**config.mk**
```make
export PLATFORM = sky130hd
export DESIGN_NAME = bcd_display_scanner
export DESIGN_NICKNAME = d
export VERILOG_FILES = /design/src/rtl/display_pkg.sv /design/src/rtl/bcd_to_7seg.sv /design/src/rtl/bcd_display_scanner.sv
export SDC_FILE = /design/constraint.sdc
export NUM_CORES = 1
export LEC_CHECK = 0
export BUFFER_PORTS_ARGS = -buffer_cell sky130_fd_sc_hd__buf_2
export CORE_UTILIZATION = 23
export CTS_CLUSTER_DIAMETER = 60
export CTS_CLUSTER_SIZE = 28
export DETAILED_ROUTE_END_ITERATION = 16
export RECOVER_POWER = 50
export SYNTH_ARGS = -nofsm -noshare
export SYNTH_HDL_FRONTEND = slang
export SYNTH_SLANG_ARGS = --single-unit
export TNS_END_PERCENT = 10
```
**constraint.sdc**
```tcl
create_clock -name clk -period 3.3 [get_ports clk]
set_clock_uncertainty 0.05 [all_clocks]
set_input_delay 0.99 -clock clk [delete_from_list [all_inputs] [get_ports clk]]
set_output_delay 0.99 -clock clk [all_outputs]
set_load 0.1 [all_outputs]
```
**src/rtl/display_pkg.sv**
```systemverilog
// Shared constants and types for the multiplexed 7-segment display path.
// Segment codes are active-low {g,f,e,d,c,b,a} for a common-anode display.
package display_pkg;

  localparam int unsigned NUM_DIGITS = 3;

  localparam logic [6:0] SEG_BLANK = 7'h7F;
  localparam logic [6:0] SEG_DASH  = 7'h3F;

  localparam logic [6:0] SEG_0 = 7'h40;
  localparam logic [6:0] SEG_1 = 7'h79;
  localparam logic [6:0] SEG_2 = 7'h24;
  localparam logic [6:0] SEG_3 = 7'h30;
  localparam logic [6:0] SEG_4 = 7'h19;
  localparam logic [6:0] SEG_5 = 7'h12;
  localparam logic [6:0] SEG_6 = 7'h02;
  localparam logic [6:0] SEG_7 = 7'h78;
  localparam logic [6:0] SEG_8 = 7'h00;
  localparam logic [6:0] SEG_9 = 7'h10;

  typedef logic [1:0] digit_idx_t;

  localparam digit_idx_t LAST_DIGIT = digit_idx_t'(NUM_DIGITS - 1);

  // Active-low one-cold anode pattern for a digit index.
  function automatic logic [2:0] anode_sel(input digit_idx_t d);
    logic [2:0] an;
    case (d)
      2'd0:    an = 3'b110;
      2'd1:    an = 3'b101;
      default: an = 3'b011;
    endcase
    return an;
  endfunction

endpackage

```
**src/rtl/bcd_to_7seg.sv**
```systemverilog
// Combinational BCD nibble to active-low 7-segment decoder.
// Non-BCD nibbles render as a dash so bad data is visible rather than hidden.
module bcd_to_7seg
  import display_pkg::*;
(
  input  logic [3:0] i_nibble,
  output logic [6:0] o_seg_n
);

  always_comb begin
    o_seg_n = SEG_DASH;
    case (i_nibble)
      4'd0: o_seg_n = SEG_0;
      4'd1: o_seg_n = SEG_1;
      4'd2: o_seg_n = SEG_2;
      4'd3: o_seg_n = SEG_3;
      4'd4: o_seg_n = SEG_4;
      4'd5: o_seg_n = SEG_5;
      4'd6: o_seg_n = SEG_6;
      4'd7: o_seg_n = SEG_7;
      4'd8: o_seg_n = SEG_8;
      4'd9: o_seg_n = SEG_9;
      default: o_seg_n = SEG_DASH;
    endcase
  end

endmodule

```
**src/rtl/bcd_display_scanner.sv**
```systemverilog
// 3-digit multiplexed 7-segment scanner: frame-synchronous snapshot of the BCD bus,
// per-slot anode guard time, and optional leading-zero blanking.
module bcd_display_scanner
  import display_pkg::*;
#(
  parameter int unsigned PRESCALE = 50000,
  parameter int unsigned GUARD    = 500
) (
  input  logic        clk,
  input  logic        rst_n,
  input  logic [11:0] bcd_in,
  input  logic        load,
  input  logic        lzb,
  output logic [6:0]  seg_n,
  output logic [2:0]  an_n,
  output logic        frame_done
);

  localparam int unsigned CNT_W = (PRESCALE > 1) ? $clog2(PRESCALE) : 1;
  localparam logic [CNT_W-1:0] CNT_LAST   = CNT_W'(PRESCALE - 1);
  localparam logic [CNT_W-1:0] GUARD_LAST = CNT_W'(GUARD - 1);

  localparam logic [0:0] ST_GUARD = 1'b0;
  localparam logic [0:0] ST_SHOW  = 1'b1;

  logic [CNT_W-1:0] r_cnt;
  digit_idx_t       r_dig;
  logic [0:0]       r_state;
  logic [11:0]      r_disp;
  logic [11:0]      r_pend;
  logic             r_pend_v;
  logic [6:0]       r_seg_n;
  logic [2:0]       r_an_n;
  logic             r_frame_done;

  logic             w_slot_end;
  logic             w_wrap;
  logic [3:0]       w_nibble;
  logic [6:0]       w_seg_n;
  logic             w_blank2;
  logic             w_blank1;
  logic             w_cur_blank;

  assign w_slot_end = (r_cnt == CNT_LAST);
  assign w_wrap     = w_slot_end && (r_dig == LAST_DIGIT);

  // State tracks the counter: SHOW is entered as the counter reaches GUARD.
  always_ff @(posedge clk) begin
    if (!rst_n) begin
      r_cnt   <= '0;
      r_dig   <= '0;
      r_state <= ST_GUARD;
    end else if (w_slot_end) begin
      r_cnt   <= '0;
      r_state <= ST_GUARD;
      r_dig   <= w_wrap ? '0 : digit_idx_t'(r_dig + 2'd1);
    end else begin
      r_cnt <= r_cnt + 1'b1;
      if (r_cnt == GUARD_LAST)
        r_state <= ST_SHOW;
    end
  end

  // A load coinciding with the wrap bypasses pending and lands in this frame.
  always_ff @(posedge clk) begin
    if (!rst_n) begin
      r_pend   <= '0;
      r_pend_v <= 1'b0;
      r_disp   <= '0;
    end else begin
      if (load)
        r_pend <= bcd_in;
      if (w_wrap) begin
        r_pend_v <= 1'b0;
        if (load)
          r_disp <= bcd_in;
        else if (r_pend_v)
          r_disp <= r_pend;
      end else if (load) begin
        r_pend_v <= 1'b1;
      end
    end
  end

  always_comb begin
    w_nibble = r_disp[11:8];
    case (r_dig)
      2'd0:    w_nibble = r_disp[3:0];
      2'd1:    w_nibble = r_disp[7:4];
      default: w_nibble = r_disp[11:8];
    endcase
  end

  // Only a literal zero blanks, so invalid nibbles always show as a dash.
  assign w_blank2 = lzb && (r_disp[11:8] == 4'd0);
  assign w_blank1 = w_blank2 && (r_disp[7:4] == 4'd0);

  always_comb begin
    w_cur_blank = 1'b0;
    case (r_dig)
      2'd1:    w_cur_blank = w_blank1;
      2'd2:    w_cur_blank = w_blank2;
      default: w_cur_blank = 1'b0;
    endcase
  end

  bcd_to_7seg u_dec (
    .i_nibble (w_nibble),
    .o_seg_n  (w_seg_n)
  );

  always_ff @(posedge clk) begin
    if (!rst_n) begin
      r_seg_n      <= SEG_BLANK;
      r_an_n       <= '1;
      r_frame_done <= 1'b0;
    end else begin
      r_frame_done <= w_wrap;
      if ((r_state == ST_SHOW) && !w_cur_blank) begin
        r_seg_n <= w_seg_n;
        r_an_n  <= anode_sel(r_dig);
      end else begin
        r_seg_n <= SEG_BLANK;
        r_an_n  <= '1;
      end
    end
  end

  assign seg_n      = r_seg_n;
  assign an_n       = r_an_n;
  assign frame_done = r_frame_done;

endmodule

```
==> impl_metrics.env <==
export IMPL_p_int_uw=926
export IMPL_p_leak_uw=0.00106
export IMPL_pwr_share_seq_pct=58.1
export IMPL_critPathBufInv=1
export IMPL_wl_per_cell_microns=11.7
export IMPL_critPathTopFamily="buffers and inverters"
export IMPL_synth_area_leaders="dfxtp_1 46%, mux2_2 5.6%, mux2i_1 5.4%, ha_1 3.7%, and2_1 3.4%"
export IMPL_drt_pass1_iterations=4
export IMPL_cpMaxStageDelayCell="clkbuf_1"
export IMPL_clk_pin_slew_ps=100
export IMPL_avgViaCountPerCell=4.32
export IMPL_synth_warnings=0
export IMPL_p_comb_share_pct=4.0
export IMPL_syn_avg_cell_area_sq_um=9.93
export IMPL_crit_chain="clkbuf_1"
export IMPL_place_congestion=0.772
export IMPL_clk_latency_ps=310
export IMPL_setup_viol=0
export IMPL_crit_type="reg2out"
export IMPL_cts_tree="yes"
export IMPL_die_y_microns=104
export IMPL_hold_buffers=0
export IMPL_worst_ep_required_time_ps=2260
export IMPL_drive_above_1_share_pct=15.0
export IMPL_arrival_ps=1510
export IMPL_totalWireLength_microns=4680
export IMPL_numPortBuffers=26
export IMPL_p_per_area_nw_per_um2=428
export IMPL_cts_root_buf="clkbuf_8"
export IMPL_synth_cells=241
export IMPL_ioPinCount=27
export IMPL_htree_levels=2
export IMPL_post_route_util_pct=27.7
export IMPL_tightestPinTransition_ps=1200
export IMPL_p_switching_uw=248
export IMPL_status="complete, no violations"
export IMPL_synthDominantCellAreaShare_pct=46.0
export IMPL_cts_path_max_buffers=2
export IMPL_cts_resized=0
export IMPL_max_freq_mhz=393
export IMPL_hold_ws_ps=439
export IMPL_min_period_ps=2550
export IMPL_startpoint_type="register"
export IMPL_critPathCaptureType="primary output"
export IMPL_gr_total_overflow=0
export IMPL_dpl_hpwl_microns=3320
export IMPL_grt_pass1_vias=1679
export IMPL_synth_fp_nets=264
export IMPL_rows=36
export IMPL_grt_pass1_wl_microns=7930
export IMPL_vias=1724
export IMPL_maxSlewViolCount=0
export IMPL_p_clk_share_pct=38.0
export IMPL_antenna_left=0
export IMPL_die_width_microns=104
export IMPL_vdd_drop_max_mv=0.180
export IMPL_nets=288
export IMPL_coreArea_sq_um=9910
export IMPL_clkSinkCount=55
export IMPL_antenna_cells=0
export IMPL_ys_ff_latch=55
export IMPL_cp_max_fo=1
export IMPL_ys_seq_area_share_pct=46.0
export IMPL_synth_top_cell_by_area="dfxtp_1"
export IMPL_maxCapViolCount=0
export IMPL_grt_util_all_layers_pct=8.99
export IMPL_drt_iter0_markers=80
export IMPL_hp_class="reg2reg"
export IMPL_syn_area_sq_um=2390
export IMPL_cts_setup_buffers=0
export IMPL_slew_headroom_pct=20.2
export IMPL_fp_dieArea_sq_um=10800
export IMPL_synth_cell_type_count=42
export IMPL_numCtsBuffers=5
export IMPL_initial_core_util_pct=24.2
export IMPL_slowest_delay_ps=880
export IMPL_antenna_found_initial=0
export IMPL_grt_max_degree=32
export IMPL_hold_viol=0
export IMPL_fin_crit_sh_pct=77.2
export IMPL_layout_setup_ws_ps=752
export IMPL_sw_frac_of_total_pct=21.1
export IMPL_rsz0062_at_grt="no"
export IMPL_dpl_worst_slack_ps=957
export IMPL_fin_setup_tns_ps=0
export IMPL_area_growth_pct=14.6
export IMPL_route_detailed_drc=0
[through the flow]
step                      instances  cell area [sq um]  power [uW]
after floorplan                 241               2390         729
after global placement          391               2640         744
after detailed placement        391               2640         745
after CTS                       399               2760        1200
after global routing            399               2740        1230
final                           399               2740        1170
[synth_stat cells (all sizes together)]
cell    count
a211oi      2
a21boi      2
a21o        3
a21oi       7
a22o        4
a31oi       2
and2       13
and3        2
and4        4
and4b       1
and4bb      1
buf         4
clkbuf      6
dfxtp      55
ha          7
inv         4
mux2       12
mux2i      13
nand2      12
nand3       8
nand4       9
nand4b      1
nor2       20
nor2b      12
nor3        3
nor3b       1
nor4        4
nor4bb      1
o211a       1
o211ai      1
o21ai       8
or3         2
or3b        1
or4         1
or4b        1
xnor2       5
xor2        8
[power by group through the flow]
| stage | clock network (uW) | logic, uW | registers (uW) |
|---|---|---|---|
| 3_3_place_gp | 0 | 46.8 | 697 |
| 6_report | 446 | 46.5 | 682 |
| 4_1_cts | 466 | 47.8 | 682 |
| 3_5_place_dp | 0 | 47.6 | 697 |
| 5_1_grt | 493 | 52.4 | 683 |
| 2_1_floorplan | 0 | 33.9 | 695 |
[flip-flops by register name, indices dropped and copies added (netlist names)]
register / count
an_n: 3
frame_done: 1
r_cnt: 16
r_dig: 2
r_disp: 12
r_pend: 12
r_pend_v: 1
r_state: 1
seg_n: 7
[final cells by class]
class                   instances  area (sq um)
repair buffers                 27           121
multi-input cells             172          1220
flip-flops and latches         55          1100
fillers                      1079          7170
clock inverters                 3          46.3
well taps                     133           166
clock buffers                   5          68.8
inverters                       4          15.0
[cell usage in the layout (no fill, tap or decap), types with 2 or more instances in the layout]
master,n
nand3_1,7
or3_1,2
inv_1,4
o21ai_0,8
nor2_1,20
and2_1,13
nand2_1,12
mux2_2,12
clkbuf_1,13
buf_2,13
a22o_1,4
a21boi_0,2
nor4_1,4
xor2_1,8
clkbuf_8,5
a31oi_1,2
xnor2_1,5
dfxtp_1,55
and3_1,2
and4_1,3
a211oi_1,2
a21oi_1,7
mux2i_1,13
nand4_1,8
nor2b_1,12
ha_1,7
nor3_1,3
a21o_1,3
[final timing paths]
kind / slack [ps] / cells past startpoint / startpoint / end
setup / recovery: 750 / 1 / seg_n[5]$_SDFF_PN1_ / seg_n[5]
hold / removal: 440 / 1 / r_cnt[0]$_SDFF_PP0_ / r_cnt[0]$_SDFF_PP0_
setup reg to reg: 1050 / 8 / r_dig[1]$_SDFFE_PN0P_ / seg_n[5]$_SDFF_PN1_
hold reg to reg: 440 / 1 / r_cnt[0]$_SDFF_PP0_ / r_cnt[0]$_SDFF_PP0_
[cell families after synthesis]
| kind of cell | Yosys count | synth area share, % |
|---|---|---|
| flops | 55 | 46.0 |
| simple gates | 97 | 23.6 |
| buf+inv | 14 | 2.87 |
| compound gates | 30 | 8.05 |
| mux | 25 | 11.1 |
| fa+ha+maj | 7 | 3.66 |
| xor+xnor | 13 | 4.76 |
[routing by layer]
layer | up-vias | routed length (microns) | track usage [%] | part of all wire [%]
met5 | - | 0 | 0 | 0
met4 | 0 | 49 | 2.86 | 1.0
met3 | 4 | 143 | 2.38 | 3.1
met2 | 24 | 2040 | 13.8 | 44
met1 | 791 | 2450 | 12.2 | 52
li1 | 905 | - | - | -
Note: power is estimated with default switching activity, not from simulation.
